--- config.mk ---
export PLATFORM = sky130hd
export DESIGN_NAME = fifo_uart_tx
export DESIGN_NICKNAME = d
export VERILOG_FILES = /design/src/rtl/fifo_uart_tx.sv
export SDC_FILE = /design/constraint.sdc
export NUM_CORES = 1
export LEC_CHECK = 0
export CORE_MARGIN = 5
export CORE_UTILIZATION = 50
export CTS_CLUSTER_SIZE = 40
export DETAILED_ROUTE_END_ITERATION = 8
export PLACE_DENSITY = 0.72
export SLEW_MARGIN = 25
export SYNTH_ARGS = -nofsm -noshare
export SYNTH_HDL_FRONTEND = slang
export SYNTH_SLANG_ARGS = --single-unit
--- constraint.sdc ---
create_clock -name clk -period 5.5 [get_ports clk]
set_input_delay 0.55 -clock clk [delete_from_list [all_inputs] [get_ports clk]]
set_output_delay 0.55 -clock clk [all_outputs]
set_load 0.05 [all_outputs]
--- src/rtl/fifo_uart_tx.sv ---
// -----------------------------------------------------------------------------
// fifo_uart_tx
//
// Drains bytes from the read side of a FIFO and sends each one as an
// asynchronous UART frame: start bit (0), DATA_WIDTH data bits LSB first,
// an optional parity bit, then STOP_BITS stop bits (1). The bit period is
// timed by an internal cycle counter, so no external baud tick is needed.
//
// Parameters:
//   DATA_WIDTH - width of r_data and of the serial data field
//   BIT_CYCLES - clk cycles per bit (>= 2)
//   STOP_BITS  - 1 or 2
//   PARITY     - 0 none, 1 even, 2 odd
//
// Ports:
//   clk        in   system clock, rising edge
//   reset      in   synchronous active-high reset
//   en         in   permission to start new frames (running frames finish)
//   empty      in   FIFO empty flag
//   r_data     in   FIFO head byte, valid while empty = 0
//   rd         out  FIFO pop strobe, one cycle per byte taken
//   tx         out  registered serial line, idles high
//   busy       out  high while a frame is on the line
//   frame_done out  pulse in the last cycle of the final stop bit
// -----------------------------------------------------------------------------
module fifo_uart_tx #(
  parameter int DATA_WIDTH = 8,
  parameter int BIT_CYCLES = 868,
  parameter int STOP_BITS  = 1,
  parameter int PARITY     = 0
) (
  input  logic                  clk,
  input  logic                  reset,
  input  logic                  en,
  input  logic                  empty,
  input  logic [DATA_WIDTH-1:0] r_data,
  output logic                  rd,
  output logic                  tx,
  output logic                  busy,
  output logic                  frame_done
);

  localparam int CW = (BIT_CYCLES > 1) ? $clog2(BIT_CYCLES) : 1;
  // Bit index covers both the data bits and the stop-bit count.
  localparam int BW = $clog2(DATA_WIDTH + 1);

  localparam logic [CW-1:0] CYC_LAST  = CW'(BIT_CYCLES - 1);
  localparam logic [BW-1:0] DATA_LAST = BW'(DATA_WIDTH - 1);
  localparam logic [BW-1:0] STOP_LAST = BW'(STOP_BITS - 1);

  typedef enum logic [2:0] {
    S_IDLE,
    S_START,
    S_DATA,
    S_PAR,
    S_STOP
  } state_t;

  state_t                  state_q, state_d;
  logic [CW-1:0]           cyc_q, cyc_d;
  logic [BW-1:0]           bit_q, bit_d;
  logic [DATA_WIDTH-1:0]   shreg_q, shreg_d;
  logic                    par_q, par_d;
  logic                    tx_q, tx_d;

  logic launch;
  logic bit_end;

  always_ff @(posedge clk) begin
    if (reset) begin
      state_q <= S_IDLE;
      cyc_q   <= '0;
      bit_q   <= '0;
      shreg_q <= '0;
      par_q   <= 1'b0;
      tx_q    <= 1'b1;
    end else begin
      state_q <= state_d;
      cyc_q   <= cyc_d;
      bit_q   <= bit_d;
      shreg_q <= shreg_d;
      par_q   <= par_d;
      tx_q    <= tx_d;
    end
  end

  always_comb begin
    // Gating with reset keeps the FIFO from losing a byte during a reset cycle.
    launch     = en & ~empty & ~reset;
    bit_end    = (cyc_q == CYC_LAST);

    state_d    = state_q;
    cyc_d      = bit_end ? '0 : cyc_q + 1'b1;
    bit_d      = bit_q;
    shreg_d    = shreg_q;
    par_d      = par_q;
    rd         = 1'b0;
    frame_done = 1'b0;

    unique case (state_q)
      S_IDLE: begin
        cyc_d = '0;
        if (launch) begin
          rd      = 1'b1;
          shreg_d = r_data;
          par_d   = 1'b0;
          bit_d   = '0;
          state_d = S_START;
        end
      end

      S_START: begin
        if (bit_end) begin
          bit_d   = '0;
          state_d = S_DATA;
        end
      end

      S_DATA: begin
        if (bit_end) begin
          shreg_d = shreg_q >> 1;
          par_d   = par_q ^ shreg_q[0];
          if (bit_q == DATA_LAST) begin
            bit_d   = '0;
            state_d = (PARITY != 0) ? S_PAR : S_STOP;
          end else begin
            bit_d = bit_q + 1'b1;
          end
        end
      end

      S_PAR: begin
        if (bit_end) begin
          bit_d   = '0;
          state_d = S_STOP;
        end
      end

      S_STOP: begin
        if (bit_end) begin
          if (bit_q == STOP_LAST) begin
            frame_done = 1'b1;
            bit_d      = '0;
            // Back-to-back: the next start bit follows the stop bit directly.
            if (launch) begin
              rd      = 1'b1;
              shreg_d = r_data;
              par_d   = 1'b0;
              state_d = S_START;
            end else begin
              state_d = S_IDLE;
            end
          end else begin
            bit_d = bit_q + 1'b1;
          end
        end
      end

      default: begin
        state_d = S_IDLE;
      end
    endcase

    // tx is registered, so it is decoded from the state being entered.
    unique case (state_d)
      S_START: tx_d = 1'b0;
      S_DATA:  tx_d = shreg_d[0];
      S_PAR:   tx_d = (PARITY == 2) ? ~par_d : par_d;
      default: tx_d = 1'b1;
    endcase
  end

  assign tx   = tx_q;
  assign busy = (state_q != S_IDLE);

endmodule

Word-level counts from Yosys, hierarchy flattened
Index checks and enable logic that the tools add are counted.
- register bits: 27
- add/subtract/negate cells: 2
- equality and inequality tests: 14
- multiplexer cells: 34
- bitwise logic cells: 5
- reductions and logical operators: 9
- operators with widths (operator ; number):
    $mux W8 ; 4
    $mux W4 ; 6
    $pmux W8 S3 ; 1
    $mux W3 ; 7
    $pmux W4 S4 ; 1
    $pmux W3 S5 ; 1
    $eq A3 B2 Y1 const B ; 4
    $mux W1 ; 11
    $add A10 B1 Y10 const B ; 1
    $eq A10 B10 Y1 const B ; 1
    $ne A2 B2 Y1 const B ; 4
    $eq A3 B1 Y1 const B ; 2
    $pmux W1 S3 ; 2
    $reduce_bool A3 Y1 ; 2
    $reduce_and A5 Y1 ; 1
    $add A4 B1 Y4 const B ; 1
    $eq A4 B3 Y1 const B ; 1
    $logic_not A4 Y1 ; 1
    $reduce_and A4 Y1 ; 1
    $reduce_bool A4 Y1 ; 1
    $eq A3 B3 Y1 const B ; 1
    $logic_not A3 Y1 ; 1
    $reduce_or A3 Y1 ; 1
    $and A1 B1 Y1 ; 2
    5 further kinds ; 6

Logic depth before layout (Yosys ltp)
Gate-level depths: netlist of the first run.
- depth after elaboration: 9
- gate-level depth with buffers: 7
- depth with buffers taken out: 7

Worst setup path after synthesis of the first run
OpenSTA, ideal clock, no wires.
- path type: register -> output
- start point: register cyc_q[0]
- end point: output port frame_done
- arrival time: 1789 ps
- data required time: 4950 ps
- slack: 3161 ps
- stages on the path, launching flop included: 5
- path buffers: 0
- path through: dfxtp_1 -> ha_1 -> nor4b_4 -> nand4_2 -> nor2_1
- longest elaborated chain between the ends: 3
- ends and longest elaborated chain (element ; line ; source):
    start: declaration ; 60 ; logic [CW-1:0] cyc_q, cyc_d;
    start signal: assignment ; 79 ; cyc_q <= cyc_d;
    $eq A10 B10 Y1 ; 90 ; bit_end = (cyc_q == CYC_LAST);
    $mux W1 ; 140 ; if (bit_end) begin
    $mux W1 ; 100 ; unique case (state_q)
    end: declaration ; 40 ; output logic frame_done
No other way between the ends.

Final worst setup path of the first run
- start point: input port reset
- end point: output port rd
- longest elaborated chain between the ends: 6
- ends and longest elaborated chain (element ; line ; source):
    start: declaration ; 33 ; input logic reset,
    $not A1 Y1 * ; 89 ; launch = en & ~empty & ~reset;
    $and A1 B1 Y1 * ; 89 ;
    $mux W1 * ; 103, 145 ;
    $mux W1 ; 141 ; if (bit_q == STOP_LAST) begin
    $mux W1 ; 140 ;
    $pmux W1 S2 * ; 100 ;
    end: declaration ; 37 ; output logic rd,
Every way passes the cells marked *; elsewhere a longest branch is shown, timed or not.

==> flow_summary.toml, run 1 <==
[run_status]
status = "finished clean"

[floorplanning]
ioPinCount = 16
start_util = 0.520
die_x_um = 63.3
die_h_um = 63.3
rows = 19
core_mm2 = 0.00273
die_area_mm2 = 0.00401

[grt]
antenna_found_initial = 0
grt_usage = 0.166
gr-total-overflow = 0
grt_first_pass_wirelength_um = 5490
grt_pass1_vias = 1231
grt_max_degree = 18

[logic_synthesis]
synthFlopType = "dfxtp_1"
synth_cell_type_count = 51
synth_edf_count = 0
ys_seq_elements = 27
yosys_warnings = 0
async_reset_ff_frac = 0
netlist_instances = 157
yosysSeqAreaShare = 0.380
synth.avg_cell_area_um2 = 9.05
synth_nets = 172
syn-cell-area_mm2 = 0.00142

[cts]
cts_tree = "built"
path_clk_slew_ns = 0.16
cts_buffer_depth = 2
postCtsHoldBufs = 0
cts_buffers = 3
cts-htree-levels = 1
post_cts_buffers = 0
clock-sinks = 27
clockRootBuffer = "clkbuf_4"
ctsResizeCount = 0
clk_latency_ns = 0.35

[final_layout]
final_common_cell = "dfxtp_1"
antenna_cells = 0
final_nets = 188
syn2layout_area_growth_pct = 13.8
drive_above_1_share = 0.0930
final_cell_mix = "27 x dfxtp_1, 15 x clkdlybuf4s50_1, 14 x nor2_1, 11 x nand3_1, 7 x inv_1"

[setup_path]
cp_top_family = "buffers and inverters"
slowest_delay_ns = 0.89
crit_path_end_kind = "primary output"
cp_num_buf_inv = 2
cp.required_ns = 4.95
path_max_fanout = 16
cp-startpoint = "reset"
cp_data_arrival_time_ns = 3.29
critPathMostFrequentCell = "clkdlybuf4s50_1"
crit_chain = "clkdlybuf4s50_1 > nor3b_1 > nand3_1 > a21oi_2 > clkdlybuf4s50_1"
rr_startpoint = "cyc_q[0]$_SDFF_PP0_"
slowest_stage = "clkdlybuf4s50_1"
worstSetupPathType = "in2out"
start_kind = "input port"

[sta]
grt_setup_unrepaired = "false"
slew_headroom = 0.389
finalSetupTns_ns = 0
whs_ns = 0.459
fin_crit_ns = 3.84
finalCritPeriodShare = 0.698
maxSlewViolCount = 0
tightest_slew_ns = 0.915
setup_viol = 0
finalHoldViolations = 0
fmax_mhz = 260
finalClockSkew_ns = 0.00455

[hold_path]
hold_path_class = "reg2reg"
min-delay-start = "cyc_q[0]$_SDFF_PP0_"

[drt]
vias_per_cell = 6.14
wire_per_inst_um = 15.1
ant_nets = 0
vias = 1247
drc_errors = 0
drtPass1Iterations = 4
drt_first_iter_violations = 108
totalWireLength_um = 3060

[pwr]
p_clk_frac = 0.276
p_leak_nw = 0.583
pwr_density_cell_mw_per_mm2 = 222
switchingPower_w = 0.000104
p_int_w = 0.000255
p_comb_frac = 0.150
swShare = 0.290
p_seq_frac = 0.574
vdd_drop_max_uv = 189

[place]
finalWeightedCongestion = 0.870
place_hpwl_um = 2190
io_buffers = 15

[run]
cap_violations = 0
-- cell usage after synthesis, drive strengths merged, types with 2 or more instances --
cell,instances,area (um2)
nand3b,2,15.0
ha,3,37.5
xnor2,2,17.5
and3,3,20.0
o2bb2ai,2,17.5
a32oi,3,26.3
dfxtp,27,541
or3,4,25.0
a22o,5,43.8
xor2,6,52.6
a21o,5,37.5
nand3,11,55.1
inv,8,30.0
clkbuf,2,7.51
nor2b,3,18.8
a221oi,2,17.5
buf,2,16.3
nand2,6,22.5
nor2,14,52.6
nor3b,5,42.5
or4b,2,20.0
nor3,5,25.0
o2111ai,2,17.5
and2,2,12.5
a21oi,7,42.5
or3b,3,26.3
o21ai,4,20.0
-- registers in the layout (all words and copies together), names as in the netlist --
signal   cells
par_q        1
bit_q        4
state_q      3
tx           1
cyc_q       10
shreg_q      8
-- through the flow --
step | cell area [um2] | setup slack, ns | power [W] | util | cells
finish | 1620 | 1.66 | 0.000359 | 0.592 | 203
global route | 1620 | 1.41 | 0.000380 | 0.592 | 203
CTS | 1620 | 1.68 | 0.000362 | 0.592 | 203
detailed placement | 1590 | 1.70 | 0.000264 | 0.580 | 199
global placement | 1590 | 1.79 | 0.000264 | 0.580 | 199
floorplan | 1420 | 3.16 | 0.000245 | - | 157
-- power by group through the flow --
stage / clock network [W] / registers, W / logic [W]
after floorplan: 0 / 0.000213 / 0.0000328
final: 0.0000991 / 0.000206 / 0.0000539
after CTS: 0.000101 / 0.000206 / 0.0000539
after detailed placement: 0 / 0.000210 / 0.0000536
after global routing: 0.000114 / 0.000208 / 0.0000588
after global placement: 0 / 0.000210 / 0.0000532
-- cells by family (layout without fill, tap and decap cells) --
kind of cell	Yosys count	in the layout	share of synthesized area
adder cells (fa/ha/maj)	3	3	0.0264
AO/OA/AOI/OAI	41	41	0.223
buffers and inverters	12	27	0.0379
AND/OR/NAND/NOR	66	66	0.283
XOR/XNOR	8	8	0.0493
flip-flops	27	27	0.380
-- metal layers --
metal  vias up  part of all wire  GRT usage
met3         6             0.041     0.0320
li1        625                 -          -
met4         0             0.016     0.0805
met5         -                 0          0
met2        40              0.47      0.258
met1       576              0.47      0.218
-- cell type report --
| type | instances | area, um2 |
|---|---|---|
| repair buffers | 15 | 150 |
| multi-input cells | 118 | 827 |
| inverters | 8 | 30.0 |
| clock buffers | 3 | 22.5 |
| well taps | 31 | 38.8 |
| fillers | 242 | 1120 |
| clock inverters | 1 | 8.76 |
| flip-flops and latches | 27 | 541 |
-- path summary, 6_finish.rpt --
check             slack, ns             endpoint  depth (start not counted)
setup / recovery       1.66                   rd                          5
hold / removal         0.46  cyc_q[0]$_SDFF_PP0_                          1
setup reg to reg       3.08        tx$_SDFF_PP1_                          6
hold reg to reg        0.46  cyc_q[0]$_SDFF_PP0_                          1
No activity file was read; power rests on OpenSTA's default activity.
==> run 2, diff against run 1 <==
Clock period 5.5 ns to 3.6 ns, I/O delays scaled along.
==> flow_summary.toml, run 2 (same netlist as run 1, synthesis figures left out) <==
[place]
io_buffers = 15
place_hpwl_um = 2280
finalWeightedCongestion = 0.869
place_area_mm2 = 0.00159

[final_layout]
final_cell_mix = "27 x dfxtp_1, 15 x clkdlybuf4s50_1, 14 x nor2_1, 11 x nand3_1, 7 x inv_1"
syn2layout_area_growth_pct = 14.3
final_nets = 189
finish.utilization = 0.594
drive_above_1_share = 0.0983
design_area_mm2 = 0.00162
reg_top3 = "cyc_q x10, shreg_q x8, bit_q x4"
largest_reg_flops = 10
final_common_cell = "dfxtp_1"
antenna_cells = 0
top_register = "cyc_q"
nFillCells = 243

[sta]
whs_ns = 0.450
finalHoldViolations = 0
fmax_mhz = 304
fin_crit_ns = 3.29
setup_viol = 0
finalClockSkew_ns = 0.00151
maxSlewViolCount = 0
finalCritPeriodShare = 0.913
slew_headroom = 0.440
grt_setup_unrepaired = "false"
finalSetupTns_ns = 0
tightest_slew_ns = 0.838

[cts]
path_clk_slew_ns = 0.15
post_cts_buffers = 0
cts_buffer_depth = 2
postCtsHoldBufs = 0
clk_latency_ns = 0.32
clock-sinks = 27
cts-htree-levels = 1
ctsResizeCount = 0
clockRootBuffer = "clkbuf_4"
cts_buffers = 3
cts_tree = "built"

[setup_path]
crit_path_end_kind = "primary output"
rr_worst_depth = 6
cp_top_family = "buffers and inverters"
start_kind = "flop"
crit_chain = "ha_1 > nor4b_4 > nand4_2 > a21oi_2 > clkdlybuf4s50_1"
cp.required_ns = 3.24
slowest_stage = "clkdlybuf4s50_1"
path_max_fanout = 9
cp_num_buf_inv = 1
cp_data_arrival_time_ns = 2.93
rr_startpoint = "cyc_q[0]$_SDFF_PP0_"
ff2ff_setup_slack_ns = 1.24
cp-startpoint = "cyc_q[0]$_SDFF_PP0_"
r2r_end = "tx$_SDFF_PP1_"
slowest_delay_ns = 0.88
worstSetupPathType = "reg2out"

[grt]
grt_max_degree = 17
grt_pass1_vias = 1238
gr-total-overflow = 0
grt_first_pass_wirelength_um = 5410
grt_usage = 0.161
antenna_found_initial = 0

[drt]
drtPass1Iterations = 4
drt_first_iter_violations = 49
vias = 1234
totalWireLength_um = 3010
vias_per_cell = 6.05
ant_nets = 0
wire_per_inst_um = 14.8
drc_errors = 0

[run]
cap_violations = 0

[pwr]
vdd_drop_max_uv = 248
power.total_w = 0.000534
pwr_density_cell_mw_per_mm2 = 329
p_leak_nw = 0.583

[hold_path]
min_to = "cyc_q[0]$_SDFF_PP0_"
min-delay-start = "cyc_q[0]$_SDFF_PP0_"
worstHoldPathCells = 1
hold_path_class = "reg2reg"

[run_status]
status = "finished clean"

[floorplanning]
core_mm2 = 0.00273
die_h_um = 63.3
ioPinCount = 16
start_util = 0.520
die_x_um = 63.3
die_area_mm2 = 0.00401
rows = 19
-- run 2: changes by cell type in the layout (fill, tap and decap cells not counted) --
cell,delta
clkinvlp_4,+1
buf_4,+1
inv_6,-1
-- run 2: metal layers --
metal	share of wire	routed length (um)	GRT usage	up-vias
met5	0	0	0	-
met4	0.0066	20	0.0779	0
met3	0.040	119	0.0231	2
met2	0.49	1480	0.258	31
met1	0.46	1390	0.212	584
li1	-	-	-	617
-- run 2: area by class of cell --
class,count,area [um2],area share
well taps,31,38.8,0.0239
inverters,8,30.0,0.0185
multi-input cells,118,827,0.509
repair buffers,16,158,0.0971
flip-flops and latches,27,541,0.333
clock buffers,3,22.5,0.0139
clock inverters,1,7.51,0.00462
-- run 2: how the worst max path moves through the flow --
| stage | endpoint | slack (ns) | depth (start not counted) |
|---|---|---|---|
| floorplan | tx$_SDFF_PP1_ | 1.29 | 6 |
| global placement | rd | 0.64 | 5 |
| detailed placement | rd | 0.60 | 5 |
| CTS | rd | 0.29 | 5 |
| global route | rd | 0.11 | 5 |
| finish | rd | 0.31 | 5 |
-- run 2: per-stage QoR --
stage,worst slack (ns),std cells
after detailed placement,0.600,200
after global routing,0.111,204
final,0.311,204
after CTS,0.294,204
after global placement,0.644,200
after floorplan,1.29,157
-- run 2: report_power, final --
group          internal (W)  switching, W
Combinational     0.0000369     0.0000461
Sequential         0.000308    0.00000790
Clock             0.0000425     0.0000928
==> run 3, diff against run 2 <==
Settings changed: CORE_MARGIN 5 to unset.
==> flow_summary.toml, run 3 (same netlist as run 1, synthesis figures left out) <==
[run_status]
status = "finished clean"

[sta]
slew_headroom = 0.431
setup_slack_ns = 0.312
setup_viol = 0
tightest_slew_ns = 0.852
finalSetupTns_ns = 0
maxSlewViolCount = 0
finalClockSkew_ns = 0.00252
fin_crit_ns = 3.29
grt_setup_unrepaired = "false"
fmax_mhz = 304
finalCritPeriodShare = 0.913
finalHoldViolations = 0

[final_layout]
top_register = "cyc_q"
antenna_cells = 0
final_common_cell = "dfxtp_1"
reg_top3 = "cyc_q x10, shreg_q x8, bit_q x4"
drive_above_1_share = 0.0983
design_area_mm2 = 0.00162
syn2layout_area_growth_pct = 14.0
final_nets = 189
nFillCells = 229
largest_reg_flops = 10
final_cell_mix = "27 x dfxtp_1, 15 x clkdlybuf4s50_1, 14 x nor2_1, 11 x nand3_1, 7 x inv_1"

[setup_path]
cp_data_arrival_time_ns = 2.93
cp.required_ns = 3.24
crit_path_end_kind = "primary output"
worstSetupPathType = "reg2out"
path_max_fanout = 9
ff2ff_setup_slack_ns = 1.31
rr_worst_depth = 6
start_kind = "flop"

[place]
place_hpwl_um = 2250
dp_slack_ns = 0.564
finalWeightedCongestion = 0.922
place_area_mm2 = 0.00159
io_buffers = 15

[cts]
cts-htree-levels = 1
postCtsHoldBufs = 0
cts_buffers = 3
post_cts_buffers = 0
cts_buffer_depth = 2
clock-sinks = 27
path_clk_slew_ns = 0.14
ctsResizeCount = 0
clockRootBuffer = "clkbuf_4"
cts_tree = "built"
clk_latency_ns = 0.31

[floorplanning]
core_mm2 = 0.00259
die_x_um = 55.3
start_util = 0.549
ioPinCount = 16
rows = 18
die_area_mm2 = 0.00306
die_h_um = 55.3

[drt]
drc_errors = 0
ant_nets = 0
wire_per_inst_um = 14.3
drtPass1Iterations = 4
drt_first_iter_violations = 23
totalWireLength_um = 2910
vias = 1243
vias_per_cell = 6.12

[grt]
grt_pass1_vias = 1143
grt_usage = 0.195
antenna_found_initial = 0
gr-total-overflow = 0
grt_first_pass_wirelength_um = 4900
grt_max_degree = 16

[pwr]
p_leak_nw = 0.587
pwr_density_cell_mw_per_mm2 = 325
vdd_drop_max_uv = 215

[run]
cap_violations = 0

[hold_path]
worstHoldPathCells = 1
hold_path_class = "reg2reg"
run 3: final timing paths:
| path | start | to |
|---|---|---|
| max reg2reg | cyc_q[0]$_SDFF_PP0_ | tx$_SDFF_PP1_ |
| min | shreg_q[5]$_SDFFE_PP0P_ | shreg_q[5]$_SDFFE_PP0P_ |
| min reg2reg | shreg_q[5]$_SDFFE_PP0P_ | shreg_q[5]$_SDFFE_PP0P_ |
| max | cyc_q[0]$_SDFF_PP0_ | rd |
run 3: critical path, stage by stage (launching register included):
cell,delay [ns]
dfxtp_1,0.39
ha_1,0.29
nor4b_4,0.32
nand4_2,0.28
a21oi_2,0.43
clkdlybuf4s50_1,0.89
run 3: routing by layer:
metal,global-route usage,vias up,part of all wire
met2,0.341,25,0.49
met5,0,-,0
met3,0.0211,4,0.036
met4,0.0714,0,0.012
li1,-,622,-
met1,0.246,592,0.46
run 3: area by class of cell:
type / count / area (um2) / area share
Sequential cell: 27 / 541 / 0.334
Timing Repair Buffer: 16 / 158 / 0.0973
Clock inverter: 1 / 5.00 / 0.00309
Inverter: 8 / 30.0 / 0.0185
Tap cell: 30 / 37.5 / 0.0232
Multi-Input combinational cell: 118 / 827 / 0.510
Clock buffer: 3 / 22.5 / 0.0139
run 3: power breakdown:
part	switching, W	total [W]	internal (W)	leakage [nW]
Combinational	0.0000463	0.0000833	0.0000370	0.351
Clock	0.0000861	0.000128	0.0000416	0.0177
Sequential	0.00000780	0.000316	0.000308	0.219
run 3: through the flow:
| stage | util | instances | hold slack [ns] | total power [W] |
|---|---|---|---|---|
| floorplan | - | 157 | 0.413 | 0.000375 |
| CTS | 0.626 | 203 | 0.473 | 0.000534 |
| finish | 0.626 | 203 | 0.470 | 0.000527 |
| global placement | 0.615 | 199 | 0.423 | 0.000403 |
| detailed placement | 0.615 | 199 | 0.439 | 0.000406 |
| global route | 0.626 | 203 | 0.481 | 0.000550 |
